`src/rtl/posit_encode_arbiter_if.sv`:
```
// Request/result bus for the shared posit encoder: NUM_REQ request lanes in,
// one tagged posit result out.
interface posit_encode_arbiter_if #(
  parameter int unsigned n       = 16,
  parameter int unsigned es      = 1,
  parameter int unsigned NUM_REQ = 4
);
  localparam int unsigned MANT_WIDTH = n - es - 3;
  localparam int unsigned K_WIDTH    = $clog2(n - 1);
  localparam int unsigned IDX_WIDTH  = $clog2(NUM_REQ);

  logic [NUM_REQ-1:0]                  req_valid_i;
  logic [NUM_REQ-1:0]                  req_ready_o;
  logic [NUM_REQ-1:0]                  req_sign_i;
  logic [NUM_REQ-1:0][K_WIDTH:0]       req_k_sgn_i;
  logic [NUM_REQ-1:0][es:0]            req_exp_i;
  logic [NUM_REQ-1:0][MANT_WIDTH:0]    req_mant_i;
  logic                                out_valid_o;
  logic                                out_ready_i;
  logic [n-1:0]                        out_result_o;
  logic [IDX_WIDTH-1:0]                out_id_o;

  modport master (
    output req_valid_i, req_sign_i, req_k_sgn_i, req_exp_i, req_mant_i, out_ready_i,
    input  req_ready_o, out_valid_o, out_result_o, out_id_o
  );

  modport slave (
    input  req_valid_i, req_sign_i, req_k_sgn_i, req_exp_i, req_mant_i, out_ready_i,
    output req_ready_o, out_valid_o, out_result_o, out_id_o
  );
endinterface

```
`src/rtl/posit_encode_arbiter.sv`:
```
// Round-robin arbiter sharing one combinational posit encoder between NUM_REQ
// requesters, with a one-entry tagged output register.

module posit_encoder #(
  parameter int unsigned n          = 16,
  parameter int unsigned es         = 1,
  parameter int unsigned MANT_WIDTH = n - es - 3,
  parameter int unsigned K_WIDTH    = $clog2(n - 1)
) (
  input  logic                      sign,
  input  logic signed [K_WIDTH:0]   k_sgn,
  input  logic [es:0]               exp,
  input  logic [MANT_WIDTH:0]       mant,
  output logic [n-1:0]              result
);
  localparam int unsigned SW = K_WIDTH + es + 3;
  localparam int unsigned TW = 1 + es + MANT_WIDTH;
  localparam int unsigned WV = 2 * n + TW;
  localparam logic signed [SW-1:0] KMAX_S = SW'(n - 2);
  localparam logic signed [SW-1:0] ONE_S  = SW'(1);

  logic signed [SW-1:0] scale;
  logic signed [SW-1:0] k_eff;
  logic [es-1:0]        e_eff;
  logic [SW-1:0]        run_len;
  logic [TW-1:0]        tail;
  logic [WV-1:0]        body;
  logic [n-2:0]         trunc;
  logic                 guard;
  logic                 sticky;
  logic [n-1:0]         rounded;
  logic [n-2:0]         mag;

  // exp may exceed 2^es-1, so fold it into the combined scale before splitting into regime/exponent
  assign scale   = (SW'(k_sgn) <<< es) + $signed({{(SW-es-1){1'b0}}, exp});
  assign k_eff   = scale >>> es;
  assign e_eff   = scale[es-1:0];
  assign run_len = k_eff[SW-1] ? $unsigned(-k_eff) : $unsigned(k_eff + ONE_S);
  assign tail    = {k_eff[SW-1], e_eff, mant[MANT_WIDTH-1:0]};

  // Regime run of ones (k>=0) or zeros (k<0), then terminator, exponent, fraction
  assign body    = ({tail, {(WV-TW){1'b0}}} >> run_len)
                 | (k_eff[SW-1] ? '0 : ~({WV{1'b1}} >> run_len));
  assign trunc   = body[WV-1 -: n-1];
  assign guard   = body[WV-n];
  assign sticky  = |body[WV-n-1:0];
  assign rounded = {1'b0, trunc} + {{(n-1){1'b0}}, guard & (sticky | trunc[0])};

  always_comb begin
    if (k_eff > KMAX_S)       mag = '1;
    else if (k_eff < -KMAX_S) mag = {{(n-2){1'b0}}, 1'b1};
    else if (rounded[n-1])    mag = '1;
    else                      mag = rounded[n-2:0];

    if (!mant[MANT_WIDTH]) result = '0;
    else if (sign)         result = -{1'b0, mag};
    else                   result = {1'b0, mag};
  end
endmodule

module posit_encode_arbiter #(
  parameter int unsigned n       = 16,
  parameter int unsigned es      = 1,
  parameter int unsigned NUM_REQ = 4
) (
  input  logic                   clk_i,
  input  logic                   rst_ni,
  posit_encode_arbiter_if.slave  bus
);
  localparam int unsigned MANT_WIDTH = n - es - 3;
  localparam int unsigned K_WIDTH    = $clog2(n - 1);
  localparam int unsigned IDX_WIDTH  = $clog2(NUM_REQ);

  logic                      out_valid;
  logic [n-1:0]              out_result;
  logic [IDX_WIDTH-1:0]      out_id;
  logic [IDX_WIDTH-1:0]      rr_ptr;
  logic [IDX_WIDTH-1:0]      next_ptr;
  logic                      can_accept;
  logic                      any_grant;
  logic [IDX_WIDTH-1:0]      grant_idx;
  logic [NUM_REQ-1:0]        grant;
  int unsigned               cand;

  logic                      sel_sign;
  logic signed [K_WIDTH:0]   sel_k;
  logic [es:0]               sel_exp;
  logic [MANT_WIDTH:0]       sel_mant;
  logic [n-1:0]              enc_result;

  assign can_accept = ~out_valid | bus.out_ready_i;

  always_comb begin
    any_grant = 1'b0;
    grant_idx = '0;
    cand      = 0;
    for (int unsigned off = 0; off < NUM_REQ; off++) begin
      cand = 32'(rr_ptr) + off;
      if (cand >= NUM_REQ) cand = cand - NUM_REQ;
      if (!any_grant && bus.req_valid_i[cand[IDX_WIDTH-1:0]]) begin
        any_grant = 1'b1;
        grant_idx = cand[IDX_WIDTH-1:0];
      end
    end
    if (!can_accept || !rst_ni) any_grant = 1'b0;
    grant = any_grant ? (NUM_REQ'(1) << grant_idx) : '0;
  end

  assign next_ptr = (32'(grant_idx) == NUM_REQ - 1) ? '0 : grant_idx + 1'b1;

  assign sel_sign = bus.req_sign_i[grant_idx];
  assign sel_k    = bus.req_k_sgn_i[grant_idx];
  assign sel_exp  = bus.req_exp_i[grant_idx];
  assign sel_mant = bus.req_mant_i[grant_idx];

  posit_encoder #(
    .n          (n),
    .es         (es),
    .MANT_WIDTH (MANT_WIDTH),
    .K_WIDTH    (K_WIDTH)
  ) u_enc (
    .sign   (sel_sign),
    .k_sgn  (sel_k),
    .exp    (sel_exp),
    .mant   (sel_mant),
    .result (enc_result)
  );

  always_ff @(posedge clk_i or negedge rst_ni) begin
    if (!rst_ni) begin
      out_valid  <= 1'b0;
      out_result <= '0;
      out_id     <= '0;
      rr_ptr     <= '0;
    end else if (can_accept) begin
      if (any_grant) begin
        out_valid  <= 1'b1;
        out_result <= enc_result;
        out_id     <= grant_idx;
        rr_ptr     <= next_ptr;
      end else begin
        out_valid  <= 1'b0;
      end
    end
  end

  assign bus.req_ready_o  = grant;
  assign bus.out_valid_o  = out_valid;
  assign bus.out_result_o = out_result;
  assign bus.out_id_o     = out_id;
endmodule

```
`src/flat_wrapper.sv`:
```
// flat-port wrapper written by rule: the top's interface ports become plain ports
module posit_encode_arbiter_flat 
#(
  parameter int unsigned n       = 16,
  parameter int unsigned es      = 1,
  parameter int unsigned NUM_REQ = 4
)
  (clk_i, rst_ni, bus_req_valid_i, bus_req_sign_i, bus_req_k_sgn_i, bus_req_exp_i, bus_req_mant_i, bus_out_ready_i, bus_req_ready_o, bus_out_valid_o, bus_out_result_o, bus_out_id_o);
  posit_encode_arbiter_if #(.n(n), .es(es), .NUM_REQ(NUM_REQ)) bus_i ();
  input  logic clk_i;
  input  logic rst_ni;
  input wire logic [$bits(bus_i.req_valid_i)-1:0] bus_req_valid_i;
  input wire logic [$bits(bus_i.req_sign_i)-1:0] bus_req_sign_i;
  input wire logic [$bits(bus_i.req_k_sgn_i)-1:0] bus_req_k_sgn_i;
  input wire logic [$bits(bus_i.req_exp_i)-1:0] bus_req_exp_i;
  input wire logic [$bits(bus_i.req_mant_i)-1:0] bus_req_mant_i;
  input wire logic [$bits(bus_i.out_ready_i)-1:0] bus_out_ready_i;
  output wire logic [$bits(bus_i.req_ready_o)-1:0] bus_req_ready_o;
  output wire logic [$bits(bus_i.out_valid_o)-1:0] bus_out_valid_o;
  output wire logic [$bits(bus_i.out_result_o)-1:0] bus_out_result_o;
  output wire logic [$bits(bus_i.out_id_o)-1:0] bus_out_id_o;
  assign bus_i.req_valid_i = bus_req_valid_i;
  assign bus_i.req_sign_i = bus_req_sign_i;
  assign bus_i.req_k_sgn_i = bus_req_k_sgn_i;
  assign bus_i.req_exp_i = bus_req_exp_i;
  assign bus_i.req_mant_i = bus_req_mant_i;
  assign bus_i.out_ready_i = bus_out_ready_i;
  assign bus_req_ready_o = bus_i.req_ready_o;
  assign bus_out_valid_o = bus_i.out_valid_o;
  assign bus_out_result_o = bus_i.out_result_o;
  assign bus_out_id_o = bus_i.out_id_o;
  posit_encode_arbiter #(.n(n), .es(es), .NUM_REQ(NUM_REQ)) u_core (.clk_i(clk_i), .rst_ni(rst_ni), .bus(bus_i));
endmodule
```
`config.mk`:
```
export PLATFORM = sky130hd
export DESIGN_NAME = posit_encode_arbiter_flat
export DESIGN_NICKNAME = d
export VERILOG_FILES = /design/src/rtl/posit_encode_arbiter_if.sv /design/src/rtl/posit_encode_arbiter.sv /design/src/flat_wrapper.sv
export SDC_FILE = /design/constraint.sdc
export NUM_CORES = 1
export LEC_CHECK = 0
export CAP_MARGIN = 15
export CORE_MARGIN = 2
export CORE_UTILIZATION = 55
export CTS_CLUSTER_DIAMETER = 120
export DETAILED_ROUTE_END_ITERATION = 8
export PLACE_DENSITY_LB_ADDON = 0.3
export SETUP_SLACK_MARGIN = 0.4
export SLEW_MARGIN = 15
export SYNTH_ARGS = -nofsm -noshare
export SYNTH_HDL_FRONTEND = slang
export SYNTH_HIERARCHICAL = 1
export SYNTH_SLANG_ARGS = --single-unit
```
`constraint.sdc`:
```
create_clock -name clk_i -period 19.8 [get_ports clk_i]
set_input_delay 2.97 -clock clk_i [delete_from_list [all_inputs] [get_ports clk_i]]
set_output_delay 2.97 -clock clk_i [all_outputs]
set_load 0.02 [all_outputs]
```
==> results of run 1 <==
-- layout by cell type, fill, tap and decap left out, drive strengths merged, types with 4 or more instances in the layout --
cell type and count:
o211ai 7, and4 4, a21o 5, a31oi 11, nor4 4, dfrtp 21
xor2 4, nand2b 4, a31o 4, clkdlybuf4s50 113, nor3 11, mux4 5
xnor2 15, a21oi 35, and3 6, buf 8, nand4 10, a41oi 5
nor2b 8, ha 8, nand2 98, inv 17, o41ai 4, nand3 15
o21ai 29, and2 16, or3 4, mux2i 76, o31ai 5, nor2 27
mux2 10
-- final cells by class --
type	count	area, um2	area share
Multi-Input combinational cell	476	3470	0.640
Tap cell	102	128	0.0235
Sequential cell	21	526	0.0969
Clock buffer	3	41.3	0.00761
Inverter	17	63.8	0.0118
Clock inverter	1	5.00	0.000923
Timing Repair Buffer	121	1190	0.220
-- metrics by stage --
stage               cells  hold WS [ns]   util
floorplan             551         0.527      -
global placement      737         0.459  0.703
detailed placement    737         0.464  0.703
CTS                   741         0.484  0.709
global route          741         0.501  0.709
finish                741         0.477  0.709
-- worst min path at each step --
stage	from	endpoint	slack, ns	cells past startpoint
after floorplan	u_core/rr_ptr[1]$_DFFE_PN0P_	u_core/rr_ptr[1]$_DFFE_PN0P_	0.53	2
after global placement	u_core/bus.out_result_o[6]$_DFFE_PN0P_	u_core/bus.out_result_o[6]$_DFFE_PN0P_	0.46	2
after detailed placement	u_core/bus.out_result_o[7]$_DFFE_PN0P_	u_core/bus.out_result_o[7]$_DFFE_PN0P_	0.46	2
after CTS	u_core/bus.out_result_o[7]$_DFFE_PN0P_	u_core/bus.out_result_o[7]$_DFFE_PN0P_	0.48	2
after global routing	u_core/bus.out_result_o[3]$_DFFE_PN0P_	u_core/bus.out_result_o[3]$_DFFE_PN0P_	0.50	2
final	u_core/bus.out_result_o[7]$_DFFE_PN0P_	u_core/bus.out_result_o[7]$_DFFE_PN0P_	0.48	2
-- synth_stat cells (3+ instances only) --
cell type and instances:
nand2_1 96, mux2i_1 75, a21oi_1 34, nor2_1 26, o21ai_0 25, dfrtp_1 21
nand3_1 15, xnor2_1 15, and2_1 14, inv_1 14, buf_2 13, clkbuf_1 12
nor3_1 10, mux2_2 9, nand4_1 9, a31oi_1 8, ha_1 8, nor2b_1 8
o211ai_1 7, a41oi_1 5, and3_1 5, buf_6 5, mux4_2 5, a21o_1 4
nand2b_1 4, o31ai_1 4, a21boi_0 3, and4_1 3, inv_2 3, nand4b_1 3
o21a_1 3, or3_1 3, xor2_1 3
-- per-layer routing --
layer	share of wire	GRT usage	up-vias
met2	0.50	0.558	211
met3	0.063	0.0350	29
met4	0.021	0.0684	0
li1	-	-	2227
met5	0	0	-
met1	0.42	0.392	2245
-- state kept, by name, summed over array words and instances (netlist names) --
signal / flops
u_core/bus.out_id_o: 2
u_core/bus.out_result_o: 16
u_core/bus.out_valid_o: 1
u_core/rr_ptr: 2
-- worst max-delay path: cells and delay by family --
kind | cells | cell delay (ns)
AOI/OAI and AO/OA | 10 | 2.89
buffers and inverters | 6 | 1.60
muxes | 3 | 1.35
adders and majority gates | 2 | 1.18
and+or+nand+nor | 7 | 1.15
xor gates and xnor gates | 1 | 0.15
-- cell families (layout without fill, tap and decap cells) --
kind of cell             count (synthesis)  count (layout)  synth area share
flip-flops                              21              21             0.122
AO/OA/AOI/OAI                          143             143             0.254
multiplexers                            91              91             0.230
buffers and inverters                   54             142            0.0725
XOR/XNOR                                19              19            0.0405
adder cells (fa/ha/maj)                  8               8            0.0233
AND/OR/NAND/NOR                        215             215             0.258
==> impl_metrics.env, run 1 <==
export IMPL_run_status="finished clean"
export IMPL_post_synth_cell_area_avg_um2=7.80
export IMPL_yosys_register_bits=21
export IMPL_synth_lib_cells_used_distinct=96
export IMPL_maxCapViolations=0
export IMPL_detailedPlacementHpwl_um=10600
export IMPL_drt_vias_per_instance=6.36
export IMPL_worst_slew_slack_as_a_fraction_of_its_limit=0.267
export IMPL_post_route_worst_setup_slack_ns=8.65
export IMPL_fill_cells=629
export IMPL_layout_drive_gt1_share=0.110
export IMPL_setup_repair_after_global_routing_missed_its_margin="no"
export IMPL_detail_route_iter0_violations=358
export IMPL_most_area_consuming_cells_after_synthesis="mux2i_1, dfrtp_1, nand2_1"
export IMPL_port_buffers=113
export IMPL_worstSetupPathType="input pin to register"
export IMPL_tritoncts="done"
export IMPL_grt_overflow_total=0
export IMPL_syn_to_final_growth_pct=26.2
export IMPL_wire_length_of_the_first_global_routing_pass_um=21900
export IMPL_crit_end="u_core/bus.out_result_o[12]$_DFFE_PN0P_"
export IMPL_number_of_drc_violations_after_detailed_routing=0
export IMPL_wl_per_cell_um=18.0
export IMPL_worst_endpoint_arrival_ns=11.35
export IMPL_worstMarginPinSlew_ns=1.10
export IMPL_deepest_level_of_the_cts_h_tree=1
export IMPL_worst_setup_slack_for_register_to_register_paths_ns=11.59
export IMPL_timing_final_crit_share=0.563
export IMPL_mappedNetlistArea_um2=4300
export IMPL_cts_sinks=21
export IMPL_start_util=0.562
export IMPL_clock_tree_buffer_depth=2
export IMPL_primary_flip_flop_cell_chosen_by_synthesis_mapping="dfrtp_1"
export IMPL_die_width_um=92.4
export IMPL_rows=32
export IMPL_post_route_antenna_net_violation_count=0
export IMPL_timing_final_max_slew_violations=0
export IMPL_cts_buffers_inserted=3
export IMPL_design_final_nets=739
export IMPL_floorplan_die_height_um=92.4
export IMPL_critPathLaunch="bus_req_valid_i[0]"
export IMPL_postCtsResizedCells=0
export IMPL_r2r_start="u_core/rr_ptr[0]$_DFFE_PN0P_"
export IMPL_clockRootBuffer="clkbuf_8"
export IMPL_mappedNetlistNets=650
export IMPL_io_pins=114
export IMPL_yosysTopAreaCell="mux2i_1"
export IMPL_synth_edff_count=0
export IMPL_required_ns=20.00
export IMPL_insertedDiodeCount=0
export IMPL_r2r_end="u_core/bus.out_result_o[12]$_DFFE_PN0P_"
export IMPL_timing_fmax_ghz=0.0897
export IMPL_cts_post_setup_buffers_inserted=0
export IMPL_place_worst_setup_slack_ns=8.55
export IMPL_clk_slew_on_worst_s_h_paths_ns=0.08
export IMPL_critPathSlowestCell="ha_1"
export IMPL_drt_pre_antenna_iters=7
export IMPL_design_area_um2=5430
export IMPL_worstPathMaxFanout=47
export IMPL_die_area_um2=8540
export IMPL_antenna_violations_before_repair=0
export IMPL_final_setup_tns_ns=0
export IMPL_netlist_area_leader_share=0.175
export IMPL_worst_setup_path_end_kind="register"
export IMPL_postRouteWirelength_um=13300
export IMPL_final_hold_violation_count=0
export IMPL_ys_seq_area_frac=0.122
export IMPL_warnings_synthesis=6
export IMPL_core_area_um2=7650
export IMPL_async_flop_share=1.00
export IMPL_period_needed_ns=11.15
export IMPL_holdBufCountCts=0
export IMPL_hold_path_class="register to register"
export IMPL_track_usage=0.308
export IMPL_slowest_delay_ns=0.95
export IMPL_syn_instance_count=551
export IMPL_detailed_place_area_um2=5380
export IMPL_vias=4712
export IMPL_clock_latency_ns=0.26
export IMPL_timing_critical_path_mode_cell="inv_1"
export IMPL_setup_viol=0
export IMPL_ff2ff_path_depth=27
export IMPL_grt_pass1_vias=4479
export IMPL_final_setup_skew_ns=0.00233
export IMPL_grt_start_max_net_pins=48
export IMPL_cp_start_kind="input pin"
export IMPL_gpl_final_weighted_congestion=0.968
Power of run 1 is left out: the tool's default activity adds up to more than one toggle a clock period on the data nets, which glitch-free logic cannot reach.
==> run 2, diff against run 1 <==
--- a/config.mk
+++ b/config.mk
@@ -7,7 +7,7 @@
 export LEC_CHECK = 0
 export CAP_MARGIN = 15
 export CORE_MARGIN = 2
-export CORE_UTILIZATION = 55
+export CORE_UTILIZATION = 51
 export CTS_CLUSTER_DIAMETER = 120
 export DETAILED_ROUTE_END_ITERATION = 8
 export PLACE_DENSITY_LB_ADDON = 0.3
==> constraint.sdc (replaced) <==
create_clock -name clk_i -period 10.55 [get_ports clk_i]
set_input_delay 1.5825 -clock clk_i [delete_from_list [all_inputs] [get_ports clk_i]]
set_output_delay 1.5825 -clock clk_i [all_outputs]
set_load 0.02 [all_outputs]
==> impl_metrics.env, run 2 (synthesis results as in run 1) <==
export IMPL_deepest_level_of_the_cts_h_tree=1
export IMPL_setup_viol=0
export IMPL_worst_endpoint_arrival_ns=9.38
export IMPL_fin_worst_hold_slack_ns=0.475
export IMPL_required_ns=10.75
export IMPL_design_area_um2=5440
export IMPL_post_route_antenna_net_violation_count=0
export IMPL_start_util=0.526
export IMPL_gpl_final_weighted_congestion=0.965
export IMPL_port_buffers=113
export IMPL_syn_to_final_growth_pct=26.5
export IMPL_final_hold_violation_count=0
export IMPL_drt_vias_per_instance=6.26
export IMPL_floorplan_die_height_um=95.8
export IMPL_core_area_um2=8180
export IMPL_layout_cells_most_common="clkdlybuf4s50_1"
export IMPL_layout_cells_most_common_list="clkdlybuf4s50_1, nand2_1, mux2i_1, a21oi_1, nor2_1"
export IMPL_slowest_delay_ns=0.70
export IMPL_worstMarginPinSlew_ns=1.10
export IMPL_holdBufCountCts=0
export IMPL_worstPathMaxFanout=25
export IMPL_final_setup_tns_ns=0
export IMPL_drt_pre_antenna_iters=5
export IMPL_tritoncts="done"
export IMPL_number_of_drc_violations_after_detailed_routing=0
export IMPL_cts_sinks=21
export IMPL_antenna_violations_before_repair=0
export IMPL_cts_post_setup_buffers_inserted=0
export IMPL_grt_pass1_vias=4572
export IMPL_period_needed_ns=9.18
export IMPL_detail_route_iter0_violations=255
export IMPL_clock_latency_ns=0.26
export IMPL_cts_buffers_inserted=3
export IMPL_die_area_um2=9180
export IMPL_timing_final_crit_share=0.870
export IMPL_wire_length_of_the_first_global_routing_pass_um=21400
export IMPL_cp_start_kind="input pin"
export IMPL_grt_start_max_net_pins=35
export IMPL_die_width_um=95.8
export IMPL_critPathSlowestCell="ha_2"
export IMPL_insertedDiodeCount=0
export IMPL_postCtsResizedCells=0
export IMPL_io_pins=114
export IMPL_detailed_place_area_um2=5380
export IMPL_worstSetupPathType="input pin to register"
export IMPL_final_setup_skew_ns=0.00460
export IMPL_postRouteWirelength_um=12900
export IMPL_worst_setup_path_end_kind="register"
export IMPL_wl_per_cell_um=17.3
export IMPL_clock_tree_buffer_depth=2
export IMPL_layout_drive_gt1_share=0.113
export IMPL_fill_cells=714
export IMPL_worst_slew_slack_as_a_fraction_of_its_limit=0.264
export IMPL_rows=33
export IMPL_setup_repair_after_global_routing_missed_its_margin="no"
export IMPL_clk_slew_on_worst_s_h_paths_ns=0.07
export IMPL_detailedPlacementHpwl_um=10400
export IMPL_design_final_nets=739
export IMPL_track_usage=0.283
export IMPL_clockRootBuffer="clkbuf_8"
export IMPL_run_status="finished clean"
export IMPL_timing_fmax_ghz=0.109
export IMPL_largest_register_ffs=16
export IMPL_timing_final_max_slew_violations=0
export IMPL_vias=4660
export IMPL_maxCapViolations=0
export IMPL_hold_path_class="register to register"
export IMPL_grt_overflow_total=0
export IMPL_timing_critical_path_mode_cell="inv_1"
[run 2: critical path: cells and delay by family]
family                   cells  cell delay, ns
AO/OA/AOI/OAI               10            3.37
XOR/XNOR                     1            0.15
adder cells (fa/ha/maj)      2            0.92
buffers and inverters        5            0.97
multiplexers                 3            1.30
AND/OR/NAND/NOR              7            1.07
[run 2: area by class of cell]
class | instances | area (um2) | area share
multi-input combinational | 476 | 3480 | 0.640
timing repair buffer | 121 | 1190 | 0.219
sequential | 21 | 526 | 0.0967
tap | 105 | 131 | 0.0242
inverter | 17 | 63.8 | 0.0117
clock buffer | 3 | 41.3 | 0.00760
clock inverter | 1 | 5.00 | 0.000921
[run 2: stage by stage]
step / worst slack [ns] / util / std cells
finish: 1.37 / 0.665 / 744
global route: 0.571 / 0.665 / 744
CTS: 1.05 / 0.664 / 744
detailed placement: 0.820 / 0.658 / 740
global placement: 1.26 / 0.658 / 740
floorplan: 2.93 / - / 551
[run 2: path summary, 6_finish.rpt]
path / depth (start not counted) / end / slack (ns) / startpoint
max: 28 / u_core/bus.out_result_o[12]$_DFFE_PN0P_ / 1.37 / bus_req_valid_i[2]
min in group asynchronous: 2 / u_core/bus.out_result_o[3]$_DFFE_PN0P_ / 1.66 / rst_ni
max reg2reg: 26 / u_core/bus.out_result_o[12]$_DFFE_PN0P_ / 2.91 / u_core/rr_ptr[0]$_DFFE_PN0P_
min: 2 / u_core/bus.out_result_o[11]$_DFFE_PN0P_ / 0.47 / u_core/bus.out_result_o[11]$_DFFE_PN0P_
max in group asynchronous: 2 / u_core/rr_ptr[0]$_DFFE_PN0P_ / 8.67 / rst_ni
min reg2reg: 2 / u_core/bus.out_result_o[11]$_DFFE_PN0P_ / 0.47 / u_core/bus.out_result_o[11]$_DFFE_PN0P_
[run 2: per-layer routing]
layer,wire (um),track usage,part of all wire
met1,5360,0.358,0.42
met2,6370,0.514,0.49
met3,879,0.0251,0.068
met4,295,0.0774,0.023
met5,0,0,0
Power of run 2 is left out for the same reason.
